### src/rtl/pipeline_ctrl_pkg.sv
// Shared types and helpers for the RV32I pipeline hazard/sequencing controller.
// Forwarding selects, controller FSM states and the register-match rule live here.
package pipeline_ctrl_pkg;

    localparam int REG_ADDR_W = 5;

    typedef enum logic [1:0] {
        FWD_RF  = 2'd0,
        FWD_MEM = 2'd1,
        FWD_WB  = 2'd2
    } fwd_sel_t;

    typedef enum logic {
        PC_RUN      = 1'b0,
        PC_MEM_WAIT = 1'b1
    } pctrl_state_t;

    // x0 is hardwired to zero, so a write to it never produces a forwardable or hazardous value.
    function automatic logic rd_matches(input logic                  wr_en,
                                        input logic [REG_ADDR_W-1:0] rd,
                                        input logic [REG_ADDR_W-1:0] rs);
        return wr_en && (rd != '0) && (rd == rs);
    endfunction

endpackage

### src/rtl/pipeline_ctrl_fwd_unit.sv
// Operand forwarding select for one EX source operand.
// The younger producer in MEM takes priority over the older one in WB.
module pipeline_ctrl_fwd_unit
    import pipeline_ctrl_pkg::*;
(
    input  logic [REG_ADDR_W-1:0] ex_rs_i,
    input  logic [REG_ADDR_W-1:0] mem_rd_i,
    input  logic                  mem_RegWrite_i,
    input  logic [REG_ADDR_W-1:0] wb_rd_i,
    input  logic                  wb_RegWrite_i,
    output fwd_sel_t              fwd_sel_o
);

    always_comb begin
        fwd_sel_o = FWD_RF;
        if (rd_matches(mem_RegWrite_i, mem_rd_i, ex_rs_i)) begin
            fwd_sel_o = FWD_MEM;
        end else if (rd_matches(wb_RegWrite_i, wb_rd_i, ex_rs_i)) begin
            fwd_sel_o = FWD_WB;
        end
    end

endmodule

### src/rtl/pipeline_ctrl.sv
// Hazard/sequencing controller for the 5-stage RV32I pipeline: forwarding, load-use
// bubbles, redirect flushes, data-memory wait freeze, stall counter and timeout flag.
module pipeline_ctrl
    import pipeline_ctrl_pkg::*;
#(
    parameter int MEM_TIMEOUT = 255,
    parameter int CNT_W       = 8,
    parameter int PERF_W      = 32
) (
    input  logic                  clk,
    input  logic                  rst,
    input  logic [REG_ADDR_W-1:0] id_rs1_i,
    input  logic [REG_ADDR_W-1:0] id_rs2_i,
    input  logic                  id_use_rs1_i,
    input  logic                  id_use_rs2_i,
    input  logic [REG_ADDR_W-1:0] ex_rs1_i,
    input  logic [REG_ADDR_W-1:0] ex_rs2_i,
    input  logic [REG_ADDR_W-1:0] ex_rd_i,
    input  logic                  ex_MemRead_i,
    input  logic                  ex_redirect_i,
    input  logic [REG_ADDR_W-1:0] mem_rd_i,
    input  logic                  mem_RegWrite_i,
    input  logic [REG_ADDR_W-1:0] wb_rd_i,
    input  logic                  wb_RegWrite_i,
    input  logic                  dmem_req_i,
    input  logic                  dmem_ready_i,
    output logic                  stall_if_o,
    output logic                  stall_id_o,
    output logic                  stall_ex_o,
    output logic                  flush_id_o,
    output logic                  flush_ex_o,
    output fwd_sel_t              fwd_a_o,
    output fwd_sel_t              fwd_b_o,
    output logic [PERF_W-1:0]     stall_cycles_o,
    output logic                  err_timeout_o
);

    localparam logic [CNT_W-1:0] TIMEOUT_CNT = CNT_W'(MEM_TIMEOUT);

    pctrl_state_t      state_q, state_d;
    logic [CNT_W-1:0]  wait_cnt_q, wait_cnt_d;
    logic [PERF_W-1:0] stall_cycles_q, stall_cycles_d;
    logic              err_timeout_q, err_timeout_d;

    logic load_use;
    logic stall_if, stall_id, stall_ex, flush_id, flush_ex;

    pipeline_ctrl_fwd_unit u_fwd_a (
        .ex_rs_i        (ex_rs1_i),
        .mem_rd_i       (mem_rd_i),
        .mem_RegWrite_i (mem_RegWrite_i),
        .wb_rd_i        (wb_rd_i),
        .wb_RegWrite_i  (wb_RegWrite_i),
        .fwd_sel_o      (fwd_a_o)
    );

    pipeline_ctrl_fwd_unit u_fwd_b (
        .ex_rs_i        (ex_rs2_i),
        .mem_rd_i       (mem_rd_i),
        .mem_RegWrite_i (mem_RegWrite_i),
        .wb_rd_i        (wb_rd_i),
        .wb_RegWrite_i  (wb_RegWrite_i),
        .fwd_sel_o      (fwd_b_o)
    );

    assign load_use = rd_matches(ex_MemRead_i && id_use_rs1_i, ex_rd_i, id_rs1_i) ||
                      rd_matches(ex_MemRead_i && id_use_rs2_i, ex_rd_i, id_rs2_i);

    always_comb begin
        state_d       = state_q;
        wait_cnt_d    = wait_cnt_q;
        err_timeout_d = err_timeout_q;
        stall_if      = 1'b0;
        stall_id      = 1'b0;
        stall_ex      = 1'b0;
        flush_id      = 1'b0;
        flush_ex      = 1'b0;

        case (state_q)
            PC_RUN: begin
                if (dmem_req_i && !dmem_ready_i) begin
                    stall_if   = 1'b1;
                    stall_id   = 1'b1;
                    stall_ex   = 1'b1;
                    state_d    = PC_MEM_WAIT;
                    wait_cnt_d = CNT_W'(1);
                end else if (ex_redirect_i) begin
                    // The load-use consumer sits in ID and is flushed by the redirect anyway.
                    flush_id = 1'b1;
                    flush_ex = 1'b1;
                end else if (load_use) begin
                    stall_if = 1'b1;
                    stall_id = 1'b1;
                    flush_ex = 1'b1;
                end
            end

            PC_MEM_WAIT: begin
                // EX is frozen here, so a redirect in EX is picked up again once back in RUN.
                stall_if = 1'b1;
                stall_id = 1'b1;
                stall_ex = 1'b1;
                if (wait_cnt_q == TIMEOUT_CNT) begin
                    err_timeout_d = 1'b1;
                end
                if (dmem_ready_i || !dmem_req_i) begin
                    state_d    = PC_RUN;
                    wait_cnt_d = '0;
                end else if (wait_cnt_q != TIMEOUT_CNT) begin
                    wait_cnt_d = wait_cnt_q + CNT_W'(1);
                end
            end

            default: begin
                state_d    = PC_RUN;
                wait_cnt_d = '0;
            end
        endcase

        stall_cycles_d = stall_cycles_q + PERF_W'(stall_if);
    end

    always_ff @(posedge clk or posedge rst) begin
        if (rst) begin
            state_q        <= PC_RUN;
            wait_cnt_q     <= '0;
            stall_cycles_q <= '0;
            err_timeout_q  <= 1'b0;
        end else begin
            state_q        <= state_d;
            wait_cnt_q     <= wait_cnt_d;
            stall_cycles_q <= stall_cycles_d;
            err_timeout_q  <= err_timeout_d;
        end
    end

    assign stall_if_o     = stall_if;
    assign stall_id_o     = stall_id;
    assign stall_ex_o     = stall_ex;
    assign flush_id_o     = flush_id;
    assign flush_ex_o     = flush_ex;
    assign stall_cycles_o = stall_cycles_q;
    assign err_timeout_o  = err_timeout_q;

    // Withdrawing a data-memory request mid-wait is a MEM-stage protocol violation.
    assert property (@(posedge clk) disable iff (rst)
                     (state_q == PC_MEM_WAIT) |-> dmem_req_i);

endmodule
### config.mk
export PLATFORM = sky130hd
export DESIGN_NAME = pipeline_ctrl
export DESIGN_NICKNAME = d
export VERILOG_FILES = /design/src/rtl/pipeline_ctrl_pkg.sv /design/src/rtl/pipeline_ctrl_fwd_unit.sv /design/src/rtl/pipeline_ctrl.sv
export SDC_FILE = /design/constraint.sdc
export NUM_CORES = 1
export LEC_CHECK = 0
export CAP_MARGIN = 20
export CORE_ASPECT_RATIO = 0.75
export CORE_UTILIZATION = 48
export DETAILED_ROUTE_END_ITERATION = 10
export HOLD_SLACK_MARGIN = 0.08
export PLACE_DENSITY = 0.95
export SYNTH_ARGS = -nofsm -noshare
export SYNTH_HDL_FRONTEND = slang
export SYNTH_SLANG_ARGS = --single-unit
export TNS_END_PERCENT = 10
### constraint.sdc
create_clock -name clk -period 7.1 [get_ports clk]
set_clock_uncertainty 0.2 [all_clocks]
set_input_delay 0.71 -clock clk [delete_from_list [all_inputs] [get_ports clk]]
set_output_delay 0.71 -clock clk [all_outputs]
set_load 0.02 [all_outputs]
==> flow_summary.toml, run 1 <==
[synthesis]
synth_top_family_by_area = "XOR/XNOR gates"
synthesis.nets = 284
yosys.area_share.adder_pct = 1.57
ys_seq_elements = 42
synth.distinct_cells = 32
synth.area.mux_share_pct = 0.838
syn_area_mm2 = 0.00239
yosysWarnings = 0
synth_compound_area_share_pct = 5.45
synth_seq_area_share_pct = 44.0
syn_avg_cell_area_um2 = 10.1
synth_xor_xnor_area_share_pct = 23.1
synthSimpleGateAreaFrac_pct = 22.4
synthCells = 236

[sta]
hold_viol = 0
period_share_pct = 55.9
slew_headroom_pct = 61.2
final.min_clock_period_ns = 3.97
rsz0062_at_grt = "false"
worst_slew_pin_slew_ns = 0.581
slew_viol_final = 0
max_freq_ghz = 0.252
setup_violations = 0
setup-tns-final_ns = 0

[place]
place_congestion = 0.887
port_buffers = 86
dp_hpwl_um = 4760
place_area_mm2 = 0.00330

[cts]
clock-sinks = 42
ctsHoldBuffers = 0
cts_tree = "yes"
clk_pin_slew_ns = 0.08
ctsResizeCount = 0
clockBufferDepth = 2
cts_max_level = 2
root_buffer = "clkbuf_8"
cts_setup_buffers = 0
clk_latency_ns = 0.30
cts_made_buffers = 5

[worst_setup_path]
critPathCaptureType = "output pin"
critPathKind = "input port to output pin"
crit_path_start_kind = "input port"
arrival_ns = 3.06
path_max_fanout = 7
crit_required_ns = 6.19

[flow_run]
max_cap_viol_count = 0

[drt]
drt-pass1-iter-count = 4
drc = 0
drtIter0Drc = 118
wl_um = 6150
wl_per_cell_um = 16.1
vias_per_cell = 5.52
final_antenna_net_count = 0
vias = 2116

[floorplan]
boundaryPins = 87
start_util_pct = 51.7
num_rows = 21
die_w_um = 83.5
coreArea_mm2 = 0.00462
dieArea_mm2 = 0.00527
die_y_um = 63.1

[global_route]
grt_max_degree = 43
grtUsageTotal_pct = 24.4
grt_pass1_wl_um = 10100
grt_pass1_vias = 2144
antenna_found_initial = 0
grt-ovfl-total = 0

[power]
power_density_mw_per_mm2 = 177
leakagePower_uw = 0.00147
ir_drop_v = 0.000167
power_uw = 601

[layout]
layout-drive-gt1-share_pct = 4.91
stdcell_area_mm2 = 0.00340
fin_util_pct = 73.5
final_net_count = 373
antenna_cells = 0
synthToLayoutAreaGrowth_pct = 42.2
nFillCells = 324

[status]
status = "finished, final reports clean"

[hold_path]
hold_path.class = "flop to flop"
kinds of logic after synthesis:
kind of cell	after synthesis
mux	2
flops	42
fa+ha+maj	3
buf+inv	15
simple gates	91
xor+xnor	63
compound gates	20
power breakdown:
group / internal, µW / switching [µW]
sequential: 259 / 26.7
clock: 80.4 / 84.6
combinational: 79.9 / 71.3
critical path: stages:
cell and delay [ns]:
clkdlybuf4s50_1 0.45, nand2b_1 0.25, inv_1 0.16, nor2_1 0.26
inv_1 0.14, o31ai_1 0.39, clkdlybuf4s50_1 0.69
flip-flops by register name (all words and copies together), names as in the netlist:
register,count
stall_cycles_o,32
wait_cnt_q,8
err_timeout_o,1
state_q,1
metrics by stage:
stage,instances,worst slack (ns),hold WS [ns]
2_1_floorplan,236,3.47,0.287
3_3_place_gp,375,3.02,0.243
3_5_place_dp,375,2.89,0.259
4_1_cts,383,3.18,0.282
5_1_grt,383,2.85,0.294
6_report,383,3.13,0.272
worst paths after layout:
check,startpoint,end,slack (ns),depth (start not counted)
max in group asynchronous,rst,stall_cycles_o[12],5.69,3
worst min-delay path,err_timeout_o,err_timeout_o,0.27,1
min in group asynchronous,rst,stall_cycles_o[25],0.64,3
worst max register to register,state_q,stall_cycles_o[24],4.31,8
worst max-delay path,dmem_ready_i,flush_ex_o,3.13,7
worst min register to register,err_timeout_o,err_timeout_o,0.27,1
cell type report:
type | instances | area, µm² | area share [%]
clock buffers | 7 | 86.3 | 2.54
clock inverters | 1 | 8.76 | 0.258
inverters | 10 | 37.5 | 1.10
multi-input cells | 179 | 1270 | 37.5
flip-flops and latches | 42 | 1050 | 30.9
well taps | 57 | 71.3 | 2.10
repair buffers | 87 | 868 | 25.6
cells in the final DEF, fill, tap and decap left out, types with 8 or more instances in the layout:
master | netlist | layout
inv_1 | 10 | 10
clkdlybuf4s50_1 | 0 | 86
xnor2_1 | 19 | 19
nor2_1 | 8 | 8
nor3_1 | 10 | 10
dfrtp_1 | 42 | 42
nand2_1 | 19 | 19
xor2_1 | 44 | 44
nand4_1 | 8 | 8
nand3_1 | 12 | 12
Yosys cell counts:
cell type  instances  area (µm²)
a21o_1             2        15.0
a32oi_1            1        8.76
and2_0             1        6.26
and2_1             1        6.26
and3_1             3        18.8
and4_1             4        35.0
buf_1              1        3.75
buf_4              2        15.0
clkbuf_1           2        7.51
dfrtp_1           42        1050
ha_1               3        37.5
inv_1             10        37.5
mux2i_1            2        20.0
nand2_1           19        71.3
nand2b_1           2        12.5
nand3_1           12        60.1
nand4_1            8        50.1
nor2_1             8        30.0
nor3_1            10        50.1
nor3_2             6        60.1
nor4_1             7        43.8
nor4_4             1        21.3
o2111ai_1          1        8.76
o21ai_0            3        15.0
o21ai_1            3        15.0
o22ai_1            6        37.5
o31ai_1            4        30.0
or2_1              1        6.26
or4_1              7        52.6
or4_4              1        11.3
xnor2_1           19         166
xor2_1            44         385
metal layers:
layer,vias up,track usage (%),wire (µm)
li1,1010,-,-
met1,1010,30.9,2570
met2,83,42.4,3140
met3,13,4.59,337
met4,0,8.05,104
met5,-,0,0
(Power assumes the default switching activity.)
==> run 2: changes to the inputs <==
- CORE_UTILIZATION: 48 -> 45
- PLACE_DENSITY: 0.95 -> 0.91
- clock period: 7.1 -> 3.7 ns (I/O delays scaled with it)
==> flow_summary.toml, run 2 (same netlist as run 1, synthesis figures left out) <==
[place]
port_buffers = 86
place_congestion = 0.855
dp_hpwl_um = 4440

[drt]
wl_per_cell_um = 14.1
vias = 2139
final_antenna_net_count = 0
vias_per_cell = 5.33
drc = 0
drt-pass1-iter-count = 4
drtIter0Drc = 66
wl_um = 5670

[power]
power_density_mw_per_mm2 = 325
power_uw = 1110
ir_drop_v = 0.000378
leakagePower_uw = 0.00148

[global_route]
grt-ovfl-total = 0
grt_pass1_vias = 2081
grt_pass1_wl_um = 9310
grt_max_degree = 26
antenna_found_initial = 0
grtUsageTotal_pct = 21.2

[sta]
period_share_pct = 90.1
max_freq_ghz = 0.300
setup_violations = 0
rsz0062_at_grt = "false"
hold_viol = 0
setup-tns-final_ns = 0
worst_slew_pin_slew_ns = 0.658
slew_headroom_pct = 56.1
slew_viol_final = 0
final.min_clock_period_ns = 3.33

[floorplan]
coreArea_mm2 = 0.00501
dieArea_mm2 = 0.00561
die_y_um = 65.1
start_util_pct = 47.7
boundaryPins = 87
num_rows = 22
die_w_um = 86.1

[worst_setup_path]
crit_required_ns = 3.71
critPathCaptureType = "flop"
crit_path_start_kind = "input port"
path_max_fanout = 8
rr_endpoint = "stall_cycles_o[16]"
critPathKind = "input port to flop"
rrSetupSlack_ns = 1.13
rr_worst_depth = 9
arrival_ns = 3.34
r2r-start = "state_q"

[hold_path]
hold_path.class = "input port to asynchronous set/reset pin"

[cts]
cts_tree = "yes"
cts_setup_buffers = 0
root_buffer = "clkbuf_8"
clock-sinks = 42
clockBufferDepth = 2
ctsResizeCount = 0
clk_pin_slew_ns = 0.07
cts_max_level = 2
clk_latency_ns = 0.29
cts_made_buffers = 5
ctsHoldBuffers = 0

[layout]
layout-drive-gt1-share_pct = 5.47
final_net_count = 377
layout_commonest_cell = "clkdlybuf4s50_1"
synthToLayoutAreaGrowth_pct = 43.5
antenna_cells = 0
largest_register_ffs = 32
layout_common_cells = "86 x clkdlybuf4s50_1, 44 x xor2_1, 42 x dfrtp_1, 19 x nand2_1, 19 x xnor2_1"
fin_util_pct = 68.4

[status]
status = "finished, final reports clean"

[flow_run]
max_cap_viol_count = 0
-- run 2: worst max-delay path by stage --
stage | start | to | slack, ns
2_1_floorplan | ex_rd_i[3] | stall_cycles_o[16] | 0.41
3_3_place_gp | ex_rd_i[3] | stall_cycles_o[18] | 0.29
3_5_place_dp | ex_rd_i[3] | stall_cycles_o[22] | 0.08
4_1_cts | ex_rd_i[3] | stall_cycles_o[16] | 0.38
5_1_grt | ex_rd_i[3] | stall_cycles_o[22] | 0.09
6_report | ex_rd_i[3] | stall_cycles_o[16] | 0.37
-- run 2: area by class of cell --
type	instances	area (µm²)
clock buffers	7	76.3
fillers	382	1580
inverters	10	37.5
multi-input cells	179	1270
flip-flops and latches	42	1050
well taps	72	90.1
repair buffers	91	898
-- run 2: critical path, cell delays in order --
cell and delay (ns):
clkdlybuf4s50_1 0.47, xor2_1 0.19, nor4_1 0.30, a32oi_1 0.18, o31ai_1 0.37, ha_1 0.26, ha_1 0.20, and4_1 0.25
nand3_1 0.17, buf_4 0.22, nor3_1 0.18, xor2_1 0.18
-- run 2: per-layer routing --
layer	up-vias	part of all wire, %	routed length, µm	global-route usage, %
li1	1018	-	-	-
met1	1032	45	2520	26.8
met2	82	48	2720	36.2
met3	7	6.6	376	5.90
met4	0	0.71	40	5.21
met5	-	0	0	0
-- run 2: stage by stage --
step	std cells	hold WS [ns]	setup slack, ns	cell area [µm²]
after floorplan	236	0.287	0.408	2390
after global placement	394	0.256	0.288	3350
after detailed placement	394	0.261	0.0767	3350
after CTS	401	0.275	0.384	3430
after global routing	401	0.286	0.0897	3430
final	401	0.264	0.366	3430
-- run 2: power breakdown --
group | internal [µW] | switching (µW) | leakage [µW] | total [µW]
Clock | 130 | 144 | 0.0000383 | 274
Combinational | 154 | 138 | 0.000895 | 292
Sequential | 496 | 51.0 | 0.000545 | 547
==> run 3: changes to the inputs <==
- ABC_CLOCK_PERIOD_IN_PS: not set -> 3700
- CTS_CLUSTER_SIZE: not set -> 24
==> results of run 3 <==
Same layout as run 2: the final DEF is identical, and so are final timing and power.
